--- config.mk ---
export PLATFORM = sky130hd
export DESIGN_NAME = uart_rx
export DESIGN_NICKNAME = d
export VERILOG_FILES = /design/src/rtl/uart_rx.sv
export SDC_FILE = /design/constraint.sdc
export NUM_CORES = 1
export LEC_CHECK = 0
export ABC_AREA = 1
export CAP_MARGIN = 20
export CELL_PAD_IN_SITES_DETAIL_PLACEMENT = 1
export CELL_PAD_IN_SITES_GLOBAL_PLACEMENT = 1
export CORE_MARGIN = 2
export CORE_UTILIZATION = 39
export DETAILED_ROUTE_END_ITERATION = 10
export GPL_TIMING_DRIVEN = 1
export MAX_ROUTING_LAYER = met4
export PLACE_DENSITY = 0.79
export SYNTH_ARGS = -nofsm -noshare
export SYNTH_HDL_FRONTEND = slang
export SYNTH_SLANG_ARGS = --single-unit
--- constraint.sdc ---
create_clock -name hwclk -period 1.6 [get_ports hwclk]
set_clock_uncertainty 0.05 [all_clocks]
set_input_delay 0.32 -clock hwclk [delete_from_list [all_inputs] [get_ports hwclk]]
set_output_delay 0.32 -clock hwclk [all_outputs]
set_load 0.05 [all_outputs]
--- src/rtl/uart_rx.sv ---
// uart_rx: 8N1 serial receiver with a 2-flop input synchronizer and a valid/ready byte output.
// Frames are sampled mid-bit. Stop-bit errors and dropped bytes are reported as one-cycle pulses.
module uart_rx #(
    parameter int CNTR_W     = 32,
    parameter int SOURCE_CLK = 12000000,
    parameter int TARGET_CLK = 9600
) (
    input  logic       hwclk,
    input  logic       rst,
    input  logic       ftdi_rx,
    output logic [7:0] rx_data,
    output logic       rx_valid,
    input  logic       rx_ready,
    output logic       frame_err,
    output logic       overrun
);
    localparam int CLKS_PER_BIT = SOURCE_CLK / TARGET_CLK;
    localparam int HALF_BIT     = CLKS_PER_BIT / 2;
    localparam logic [CNTR_W-1:0] BIT_LAST  = CNTR_W'(CLKS_PER_BIT - 1);
    localparam logic [CNTR_W-1:0] HALF_LAST = CNTR_W'(HALF_BIT - 1);

    localparam logic [1:0] IDLE  = 2'd0;
    localparam logic [1:0] START = 2'd1;
    localparam logic [1:0] DATA  = 2'd2;
    localparam logic [1:0] STOP  = 2'd3;

    logic              sync1_q, sync2_q, prev_q;
    logic [1:0]        state_q, state_d;
    logic [CNTR_W-1:0] cnt_q, cnt_d;
    logic [2:0]        idx_q, idx_d;
    logic [7:0]        shift_q, shift_d, data_q, data_d;
    logic              valid_q, valid_d, ferr_q, ferr_d, ovr_q, ovr_d;
    logic              rx_s, done, accept;

    assign rx_s      = sync2_q;
    assign rx_data   = data_q;
    assign rx_valid  = valid_q;
    assign frame_err = ferr_q;
    assign overrun   = ovr_q;

    always_comb begin
        state_d = state_q;
        cnt_d   = cnt_q + 1'b1;
        idx_d   = idx_q;
        shift_d = shift_q;
        done    = 1'b0;
        ferr_d  = 1'b0;
        case (state_q)
            IDLE: begin
                cnt_d = '0;
                if (prev_q && !rx_s) state_d = START;
            end
            START: if (cnt_q == HALF_LAST) begin
                cnt_d   = '0;
                idx_d   = 3'd0;
                state_d = rx_s ? IDLE : DATA;
            end
            DATA: if (cnt_q == BIT_LAST) begin
                cnt_d   = '0;
                shift_d = {rx_s, shift_q[7:1]};
                idx_d   = idx_q + 3'd1;
                if (idx_q == 3'd7) state_d = STOP;
            end
            default: if (cnt_q == BIT_LAST) begin
                cnt_d   = '0;
                state_d = IDLE;
                done    = rx_s;
                ferr_d  = !rx_s;
            end
        endcase
        // A completing byte may replace the held one only if that byte is being accepted now
        accept  = valid_q && rx_ready;
        valid_d = done || (valid_q && !accept);
        data_d  = (done && (!valid_q || accept)) ? shift_q : data_q;
        ovr_d   = done && valid_q && !accept;
    end

    always_ff @(posedge hwclk) begin
        if (rst) begin
            sync1_q <= 1'b1;
            sync2_q <= 1'b1;
            prev_q  <= 1'b1;
            state_q <= IDLE;
            cnt_q   <= '0;
            idx_q   <= 3'd0;
            shift_q <= 8'h00;
            data_q  <= 8'h00;
            valid_q <= 1'b0;
            ferr_q  <= 1'b0;
            ovr_q   <= 1'b0;
        end else begin
            sync1_q <= ftdi_rx;
            sync2_q <= sync1_q;
            prev_q  <= sync2_q;
            state_q <= state_d;
            cnt_q   <= cnt_d;
            idx_q   <= idx_d;
            shift_q <= shift_d;
            data_q  <= data_d;
            valid_q <= valid_d;
            ferr_q  <= ferr_d;
            ovr_q   <= ovr_d;
        end
    end
endmodule
==> summary.txt, run 1 <==
Run status
  – Status: complete, but fails checks
  – Failing checks: negative setup slack

Global routing
  – Busiest layer in global routing: met2
  – Total gr overflow: 0
  – Antenna violations before repair: 0
  – Met1 Use GR: a little over a quarter
  – Largest net degree at the start of global routing: 23
  – First-pass GRT wire length: around 16000 um
  – Grt met2 use: a little under half
  – Met3 Use GR: between 3 and 4%
  – Vias in the first global route: 3367
  – Total global-route track usage: about a quarter

Worst hold path
  – Worst Hold Path Cells: 1
  – Hold Path Origin: sync1_q
  – Hold path endpoint: rx_s
  – Hold/Removal Path Class: flop to flop

Die
  – Ports: 15
  – Die Y: approximately 92 um
  – FP Rows: 31
  – Die Wd: roughly 92 um
  – Core area: 7331 um2
  – Initial core utilization: 40.83%
  – Die area: roughly 8400 um2

Critical path
  – CP required: around 1.8 ns
  – Setup slack, reg-to-reg: -0.32 ns
  – CP bufs+invs: 3
  – CP Cell Sequence: inv_4 > ha_4 > nand3_4 > nor2_4 > nand2_4 > nor2_8 > buf_6 > o21ai_4 > nand2_4 > clkbuf_16 > nor2_1
  – Arrival @ worst endpoint: between 2 and 2.5 ns
  – Critical Path End Type: flop
  – Crit-path max cell delay: roughly 0.38 ns
  – Crit-path most repeated cell: nand2_4
  – Worst reg2reg endpoint: cnt_q[8]
  – Crit Path Max Fanout: 11
  – Delay-heaviest family, CP: simple AND/OR/NAND/NOR gates
  – Startpoint types: flop
  – Crit Path Class: flop to flop
  – R2r startpoint: cnt_q[1]
  – Slowest CP cell: dfxtp_4
  – Worst Reg-to-Reg Cells: 11

Timing
  – Slew margin rel.: a little under three quarters
  – Max Fclk: roughly 520 MHz
  – Final hold viol count: 0
  – Setup-failing EPs final: 56
  – Worst-Margin Slew: approximately 0.42 ns
  – Post-layout min period: 1.920 ns
  – Slew Limit Fails: 0
  – Tcrit/Tclk final: 120.0%
  – Worst setup margin: -0.3196 ns
  – RSZ-0062 raised after global routing: yes
  – Final setup TNS: -12.77 ns

Clock tree
  – CTS max path bufs: 2
  – Clk Latency, worst-skew pair: roughly 0.35 ns
  – Hold Buf Count CTS: 0
  – CTS Sinks: between 50 and 60
  – TritonCTS buffer count: 9
  – CTS root buffer: clkbuf_8
  – H-Tree Depth: 3
  – CTS tree: built
  – Clock-pin slew on the worst setup and hold paths: 0.08 ns

Place
  – Port buffer count: 14
  – DP Worst Slack: -0.1700 ns
  – Area after DPL: 3682 um2
  – Final Wtd Congestion: 0.9924
  – Post-DP HPWL: 6002 um

Synth
  – Register area share after synthesis: a little under 40%
  – Flops & latches, synth: between 50 and 60
  – Post-synth EDFFs: 0
  – Ranking of synthesized cells by area: dfxtp_1 39%, nor2_1 12%, nand2_1 9.0%
  – Top cell type by total area after synthesis: dfxtp_1
  – Ys async rst share: 0%
  – Count leader, synth: nor2_1
  – List of most frequent post-synthesis cells: 99 x nor2_1, 72 x nand2_1, 59 x dfxtp_1
  – Synth Instances: 416
  – Dominant synthesized flop cell: dfxtp_1
  – Top cell type's share of synthesized area: 39.46%
  – Yosys cell types: 35
  – Ys Warns: 0
  – Mapped Area: 2993 um2
  – Mean Syn Cell Area: 7.194 um2
  – Synth Net Count: roughly 430

Power
  – Leakage: about 1.9 nW
  – PwrDens: 815.8 nW/um2
  – IR drop worst, VDD: 0.0005742 V
  – Logic pwr share: 21.5%
  – Pwr Total: roughly 3.8 mW
  – Power Internal: 2.487 mW
  – Switching Fraction: between 30 and 40%
  – Clock power share: between 30% and 40%
  – Register share of total power: ~41%
  – NetSw: between 1 and 1.5 mW

Route
  – Via count: 3363
  – WL per Instance: between 20 and 25 um
  – Starting DRT DRC Count: 217
  – DRC: 0
  – Final ANT Viol Nets: 0
  – WL final: 13690 um
  – Initial DRT Pass Iterations: 5
  – DR vias/cell: around 5.5

Final layout
  – Area grow syn2layout: 53.76%
  – Fill count: roughly 840
  – Fin nets: between 500 and 600
  – Final core utilization: a little over three fifths
  – Finished Cell Area: ~4600 um2
  – Layout cell share with drive strength beyond 1: 47.14%
  – Diode count: 0

Flow run
  – Max-cap violation count: 0
==> final cells by class <==
class	count	area (um2)	share of cell area, %
Multi-Input combinational cell	302	2068	44.94
Sequential cell	59	1210	26.29
Timing Repair Buffer	85	827.0	17.97
Inverter	45	176.4	3.834
Clock buffer	10	148.9	3.235
Tap cell	99	123.9	2.692
Clock inverter	6	47.55	1.033
==> sequential cells by signal, summed over array words and instances (netlist names), 2 cells and up <==
register  count
shift_q       8
state_q       2
idx_q         3
cnt_q        32
rx_data       8
==> worst max-delay path by stage <==
stage	start	slack, ns	cells after the start	endpoint
floorplan	cnt_q[0]	-0.01	10	cnt_q[30]
global placement	cnt_q[25]	-0.12	10	cnt_q[22]
detailed placement	cnt_q[1]	-0.17	10	idx_q[2]
CTS	cnt_q[0]	-0.07	10	cnt_q[30]
global route	cnt_q[17]	-0.38	10	cnt_q[31]
finish	cnt_q[1]	-0.32	11	cnt_q[8]
==> power by group through the flow <==
stage	Sequential, mW	Combinational, mW	Clock [mW]
finish	1.53	0.809	1.42
global route	1.53	0.836	1.46
detailed placement	1.55	0.453	0
CTS	1.52	0.521	1.38
global placement	1.55	0.427	0
floorplan	1.55	0.272	0
==> cell usage in the layout (no fill, tap or decap), types with 4 or more instances in the layout <==
cell and count:
buf_6 7, buf_12 9, dfxtp_1 44, dfxtp_2 11, inv_2 4, xor2_1 8
nor2_4 17, nor3_1 11, nand2_4 6, nor3_2 9, nor2_2 34, buf_4 63
inv_1 38, nand3_2 4, nor2_1 57, clkbuf_8 9, xnor2_1 6, nand4_1 11
o21ai_0 6, nand3_1 9, ha_1 6, dfxtp_4 4, nand2_2 15, nand2_1 57
o21ai_2 7, a21oi_1 7
==> per-stage QoR <==
stage                     hold WS, ns  cells
after CTS                      0.3662    601
after global placement         0.3430    573
after floorplan                0.3395    416
final                          0.3817    606
after global routing           0.4135    606
after detailed placement       0.3469    573
==> cells by family after synthesis <==
group           synth area share (%)
xor+xnor                       4.682
flops                          39.46
buf+inv                        8.654
fa+ha+maj                      3.763
simple gates                   37.58
compound gates                 5.853
==> routing by layer <==
layer  vias up  share of wire, %
li1       1504                 -
met1      1662                40
met2       143                51
met3        54               4.4
met4         0               4.5
met5         -                 0
==> what timing repair did <==
action	in CTS	in global routing
pin swaps	26	20
buffers inserted	12	2
endpoints found under the setup margin	54	55
cloned	0	3
gates resized for setup	76	83
endpoints found under the hold margin	0	0
No activity file was read; power rests on OpenSTA's default activity.
==> run 2, diff against run 1 <==
--- a/config.mk
+++ b/config.mk
@@ -6,15 +6,15 @@
 export NUM_CORES = 1
 export LEC_CHECK = 0
 export ABC_AREA = 1
-export CAP_MARGIN = 20
 export CELL_PAD_IN_SITES_DETAIL_PLACEMENT = 1
 export CELL_PAD_IN_SITES_GLOBAL_PLACEMENT = 1
 export CORE_MARGIN = 2
-export CORE_UTILIZATION = 39
+export CORE_UTILIZATION = 40
+export CTS_BUF_LIST = sky130_fd_sc_hd__clkbuf_8
 export DETAILED_ROUTE_END_ITERATION = 10
 export GPL_TIMING_DRIVEN = 1
 export MAX_ROUTING_LAYER = met4
-export PLACE_DENSITY = 0.79
+export PLACE_DENSITY = 0.81
 export SYNTH_ARGS = -nofsm -noshare
 export SYNTH_HDL_FRONTEND = slang
 export SYNTH_SLANG_ARGS = --single-unit
==> run 2 against run 1 <==
The run still ends with negative setup slack left. Sequential share of layout area shrank 1.4 points. First-iteration DRC count grew 29%. Non-clock buffer count grew 12. Worst hold slack gained 0.0074 ns. Critical path type unchanged. Critical endpoint is now state_q[0]. Highest routed layer unchanged.
==> summary.txt, run 2 (synthesis results as in run 1) <==
Run status
  – Status: complete, but fails checks (unchanged)
  – Failing checks: negative setup slack (unchanged)

Route
  – Starting DRT DRC Count: 279 (was 217)
  – DR vias/cell: 5.769 (was 5.550)
  – Via count: 3571 (was 3363)
  – DRC: 0 (unchanged)
  – Initial DRT Pass Iterations: 5 (unchanged)
  – WL per Instance: 24.79 um (was 22.59 um)
  – WL final: 15350 um (was 13690 um)
  – Final ANT Viol Nets: 0 (unchanged)

Timing
  – Setup-failing EPs final: 54 (was 56)
  – Final hold viol count: 0 (unchanged)
  – Worst setup margin: -0.3943 ns (was -0.3196 ns)
  – Worst Hold Slack: 0.3891 ns (was 0.3817 ns)
  – RSZ-0062 raised after global routing: yes (unchanged)
  – Post-layout min period: 1.994 ns (was 1.920 ns)
  – Worst-Margin Slew: 0.3921 ns (was 0.4239 ns)
  – Slew Limit Fails: 0 (unchanged)
  – Max Fclk: 501.4 MHz (was 520.9 MHz)
  – Slew margin rel.: 73.86% (was 71.70%)
  – Tcrit/Tclk final: 124.6% (was 120.0%)

Die
  – FP Rows: 31 (unchanged)
  – Ports: 15 (unchanged)
  – Initial core utilization: 41.26% (was 40.83%)
  – Die Y: 90.50 um (was 91.60 um)
  – Die Wd: 90.50 um (was 91.60 um)
  – Die area: 8190 um2 (was 8391 um2)
  – Core area: 7253 um2 (was 7331 um2)

Global routing
  – Total global-route track usage: 28.52% (was 25.56%)
  – First-pass GRT wire length: 17730 um (was 16440 um)
  – Largest net degree at the start of global routing: 17 (was 23)
  – Vias in the first global route: 3448 (was 3367)
  – Total gr overflow: 0 (unchanged)
  – Antenna violations before repair: 0 (unchanged)

Place
  – DP Cell Count: 573 (unchanged)
  – Post-DP HPWL: 6171 um (was 6002 um)
  – Area after DPL: 3695 um2 (was 3682 um2)
  – Port buffer count: 14 (unchanged)
  – Final Wtd Congestion: 0.9168 (was 0.9924)

Critical path
  – Startpoint types: flop (unchanged)
  – Critical Path End Type: flop (unchanged)
  – Crit Path Max Fanout: 7 (was 11)
  – Arrival @ worst endpoint: 2.20 ns (was 2.09 ns)
  – CP required: 1.81 ns (was 1.77 ns)
  – Crit Path Class: flop to flop (unchanged)
  – Worst Reg-to-Reg Cells: 11 (unchanged)

Worst hold path
  – Hold/Removal Path Class: flop to flop (unchanged)
  – Worst Hold Path Cells: 1 (unchanged)

Power
  – PwrDens: 863.0 nW/um2 (was 815.8 nW/um2)
  – Register share of total power: 36.7% (was 40.6%)
  – Power Internal: 2.840 mW (was 2.487 mW)
  – Switching Fraction: 31.84% (was 33.74%)
  – NetSw: 1.326 mW (was 1.267 mW)
  – Clock power share: 39.1% (was 37.8%)
  – IR drop worst, VDD: 0.0005233 V (was 0.0005742 V)
  – Leakage: 1.947 nW (was 1.850 nW)
  – Logic pwr share: 24.2% (was 21.5%)
  – Pwr Total: 4.166 mW (was 3.754 mW)

Clock tree
  – H-Tree Depth: 3 (unchanged)
  – CTS max path bufs: 2 (unchanged)
  – CTS tree: built (unchanged)
  – CTS Sinks: 59 (unchanged)
  – Hold Buf Count CTS: 0 (unchanged)
  – Clock-pin slew on the worst setup and hold paths: 0.09 ns (was 0.08 ns)
  – Clk Latency, worst-skew pair: 0.35 ns (about the same)
  – CTS root buffer: clkbuf_8 (unchanged)
  – TritonCTS buffer count: 9 (unchanged)

Final layout
  – Finished Cell Area: 4827 um2 (was 4602 um2)
  – Largest register FFs: 32 (unchanged)
  – Fin nets: 528 (was 515)
  – Most common cell after layout, fill and taps aside: buf_4 (unchanged)
  – Layout cell share with drive strength beyond 1: 48.27% (was 47.14%)
  – Diode count: 0 (unchanged)
  – Area grow syn2layout: 61.29% (was 53.76%)
  – Fin cells: 619 (was 606)
  – Most frequent cells in the layout: 73 x buf_4, 65 x nor2_1, 49 x nand2_1, 46 x dfxtp_1, 40 x inv_1 (was 63 x buf_4, 57 x nand2_1, 57 x nor2_1, 44 x dfxtp_1, 38 x inv_1)
  – Largest Register: cnt_q (unchanged)

Flow run
  – Max-cap violation count: 0 (unchanged)
run 2: worst paths after layout:
path | startpoint | end | slack (ns)
worst max register to register | cnt_q[21] | state_q[0] | -0.39
worst min-delay path | sync1_q | rx_s | 0.39
worst min register to register | sync1_q | rx_s | 0.39
worst max-delay path | cnt_q[21] | state_q[0] | -0.39
run 2: final cells by class:
class	instances	area (um2)
timing repair buffer	97	959.7
sequential	59	1202
multi-input combinational	303	2136
clock inverter	7	100.1
clock buffer	9	123.9
tap	99	123.9
inverter	45	181.4
fill	826	2426
run 2: power by group through the flow:
stage	Sequential (mW)	Combinational (mW)	Clock [mW]
2_1_floorplan	1.55	0.272	0
5_1_grt	1.53	1.03	1.68
3_5_place_dp	1.55	0.479	0
3_3_place_gp	1.55	0.461	0
6_report	1.53	1.01	1.63
4_1_cts	1.52	0.619	1.57
run 2: stage by stage:
stage	worst slack (ns)	setup TNS, ns	util [%]
4_1_cts	-0.09834	-2.107	57.46
3_5_place_dp	-0.1654	-4.093	50.94
5_1_grt	-0.4391	-15.27	66.55
3_3_place_gp	-0.08996	-1.139	50.94
2_1_floorplan	-0.01071	-0.01071	-
6_report	-0.3943	-12.63	66.55
run 2: routing by layer:
| metal | routed length, um | track usage (%) | share of wire [%] |
|---|---|---|---|
| met1 | 5500 | 30.49 | 36 |
| met2 | 8014 | 50.44 | 52 |
| met3 | 859 | 5.259 | 5.6 |
| met4 | 971 | 14.23 | 6.3 |
| met5 | 0 | - | 0 |
run 2: timing repair:
action                                  4_1_cts  5_1_grt
pin swaps                                    17       40
endpoints found under the setup margin       54       55
gates resized for setup                      51      117
cloned                                        2        4
buffers inserted                              4       21
run 2: worst max-delay path, cell delays in order (launching register included):
cell	delay [ns]
dfxtp_1	0.34
nor2_1	0.17
nand2_1	0.10
nor2_2	0.19
nand2_4	0.12
nor2_8	0.23
nor2_2	0.09
nor2_4	0.19
nand2_2	0.11
nand2_1	0.07
nand2_1	0.07
nor2_1	0.19
==> run 3, diff against run 2 <==
--- a/config.mk
+++ b/config.mk
@@ -14,7 +14,8 @@
 export DETAILED_ROUTE_END_ITERATION = 10
 export GPL_TIMING_DRIVEN = 1
 export MAX_ROUTING_LAYER = met4
-export PLACE_DENSITY = 0.81
+export PLACE_DENSITY = 0.83
+export SETUP_SLACK_MARGIN = 0.02
 export SYNTH_ARGS = -nofsm -noshare
 export SYNTH_HDL_FRONTEND = slang
 export SYNTH_SLANG_ARGS = --single-unit
==> run 3 against run 2 <==
The flow still finishes with violations (negative setup slack). Combinational power decreased by 22%. Via count decreased by 7.7%. Fmax is 3.7% higher. Final cell count fell by 3.1%. Clock-buffer cell count is the same. Die area unchanged. Worst setup slack gained 0.071 ns. Critical path type unchanged. Critical endpoint is now rx_data[1].
==> summary.txt, run 3 (synthesis results as in run 1) <==
Run status
  – Status: complete, but fails checks (unchanged)
  – Failing checks: negative setup slack (unchanged)

Clock tree
  – CTS max path bufs: 2 (unchanged)
  – CTS tree: built (unchanged)
  – TritonCTS buffer count: 9 (unchanged)
  – H-Tree Depth: 3 (unchanged)
  – CTS Sinks: 59 (unchanged)
  – Clock-pin slew on the worst setup and hold paths: 0.08 ns (was 0.09 ns)
  – CTS root buffer: clkbuf_8 (unchanged)
  – Clk Latency, worst-skew pair: 0.37 ns (was 0.35 ns)

Timing
  – RSZ-0062 raised after global routing: yes (unchanged)
  – Tcrit/Tclk final: 120.2% (was 124.6%)
  – Post-layout min period: 1.923 ns (was 1.994 ns)
  – Slew margin rel.: 72.08% (was 73.86%)
  – Final hold viol count: 0 (unchanged)
  – Worst setup margin: -0.3233 ns (was -0.3943 ns)
  – Setup-failing EPs final: 56 (was 54)
  – Slew Limit Fails: 0 (unchanged)
  – Worst-Margin Slew: 0.4157 ns (was 0.3921 ns)
  – Max Fclk: 519.9 MHz (was 501.4 MHz)

Place
  – Final Wtd Congestion: 0.8885 (was 0.9168)
  – DP Worst Slack: -0.2084 ns (was -0.1654 ns)
  – Post-DP HPWL: 6178 um (was 6171 um)
  – Port buffer count: 14 (unchanged)
  – Area after DPL: 3645 um2 (was 3695 um2)

Die
  – FP Rows: 31 (unchanged)
  – Die Y: 90.50 um (unchanged)
  – Initial core utilization: 41.26% (unchanged)
  – Ports: 15 (unchanged)
  – Core area: 7253 um2 (unchanged)
  – Die area: 8190 um2 (unchanged)
  – Die Wd: 90.50 um (unchanged)

Final layout
  – Area grow syn2layout: 49.21% (was 61.29%)
  – Largest register FFs: 32 (unchanged)
  – Fill count: 854 (was 826)
  – Layout cell share with drive strength beyond 1: 39.32% (was 48.27%)
  – Final core utilization: 61.57% (was 66.55%)
  – Most frequent cells in the layout: 72 x nor2_1, 62 x nand2_1, 60 x buf_4, 50 x dfxtp_1, 39 x inv_1 (was 73 x buf_4, 65 x nor2_1, 49 x nand2_1, 46 x dfxtp_1, 40 x inv_1)
  – Most common cell after layout, fill and taps aside: nor2_1 (was buf_4)
  – Diode count: 0 (unchanged)
  – Fin nets: 509 (was 528)
  – Finished Cell Area: 4466 um2 (was 4827 um2)
  – Largest Register: cnt_q (unchanged)

Global routing
  – Total gr overflow: 0 (unchanged)
  – Largest net degree at the start of global routing: 24 (was 17)
  – Total global-route track usage: 27.35% (was 28.52%)
  – Antenna violations before repair: 0 (unchanged)
  – First-pass GRT wire length: 16830 um (was 17730 um)
  – Vias in the first global route: 3262 (was 3448)

Critical path
  – Startpoint types: flop (unchanged)
  – Arrival @ worst endpoint: 2.14 ns (was 2.20 ns)
  – Crit Path Max Fanout: 8 (was 7)
  – CP required: 1.81 ns (about the same)
  – Crit Path Class: flop to flop (unchanged)
  – Critical Path End Type: flop (unchanged)

Route
  – Via count: 3297 (was 3571)
  – DRC: 0 (unchanged)
  – Initial DRT Pass Iterations: 4 (was 5)
  – Starting DRT DRC Count: 212 (was 279)
  – Final ANT Viol Nets: 0 (unchanged)
  – WL per Instance: 22.89 um (was 24.79 um)
  – DR vias/cell: 5.495 (was 5.769)
  – WL final: 13730 um (was 15350 um)

Power
  – IR drop worst, VDD: 0.0005746 V (was 0.0005233 V)
  – Leakage: 1.816 nW (was 1.947 nW)
  – PwrDens: 892.7 nW/um2 (was 863.0 nW/um2)

Worst hold path
  – Hold/Removal Path Class: flop to flop (unchanged)

Flow run
  – Max-cap violation count: 0 (unchanged)
## run 3: changes by cell type in the layout (fill, tap and decap cells not counted), moves of 4 or more
| cell | delta |
|---|---|
| a21oi_2 | -4 |
| nor2_1 | +7 |
| dfxtp_1 | +4 |
| nor2_2 | -4 |
| buf_4 | -13 |
| nand2_1 | +13 |
| o21ai_0 | +4 |
| nand2_2 | -12 |
| a21oi_1 | +4 |
| dfxtp_2 | -4 |
## run 3: area by class of cell
type,instances,area [um2],area share (%)
flip-flops and latches,59,1197,26.81
clock buffers,9,123.9,2.774
well taps,99,123.9,2.774
repair buffers,78,747.0,16.73
inverters,45,176.4,3.951
multi-input cells,303,1997,44.72
clock inverters,7,100.1,2.242
## run 3: what timing repair did
item                                   CTS  global route
gates cloned                             1             4
buffers inserted                         4             7
endpoints found under the hold margin    0             0
setup endpoints to repair               55            56
resized for setup                       55            60
hold buffers                             0             0
pin swaps                               19            22
## run 3: final timing paths
path             from    endpoint  slack, ns  cells past startpoint
max          cnt_q[3]  rx_data[1]      -0.32                      9
min           sync1_q        rx_s       0.38                      1
max reg2reg  cnt_q[3]  rx_data[1]      -0.32                      9
min reg2reg   sync1_q        rx_s       0.38                      1
## run 3: stage by stage
stage / cells / hold WS (ns) / TNS (ns) / total power, mW
2_1_floorplan: 416 / 0.3395 / -0.01071 / 1.821
3_3_place_gp: 568 / 0.3421 / -2.450 / 1.973
3_5_place_dp: 568 / 0.3465 / -6.691 / 2.002
4_1_cts: 589 / 0.3718 / -2.157 / 3.664
5_1_grt: 600 / 0.4093 / -14.95 / 4.056
6_report: 600 / 0.3828 / -12.56 / 3.986
## run 3: routing by layer
layer | up-vias | share of wire (%) | GRT usage [%] | routed length (um)
met3 | 63 | 4.7 | 4.174 | 648
met5 | - | 0 | - | 0
met2 | 152 | 52 | 47.95 | 7195
met4 | 0 | 5.0 | 13.97 | 683
met1 | 1601 | 38 | 29.98 | 5205
li1 | 1481 | - | - | -
## run 3: power by group
group | switching (mW) | total, mW | internal [mW]
Clock | 0.778 | 1.67 | 0.891
Sequential | 0.0347 | 1.53 | 1.49
Combinational | 0.462 | 0.789 | 0.327
## run 3: worst max-delay path: stages (launching register included)
cell and delay [ns]:
dfxtp_1 0.38, nor2_2 0.19, nand2_1 0.11, nor2_2 0.19
nand2_4 0.09, nor2_8 0.23, buf_6 0.15, nand4_4 0.17
nor2_2 0.19, nor2_1 0.07
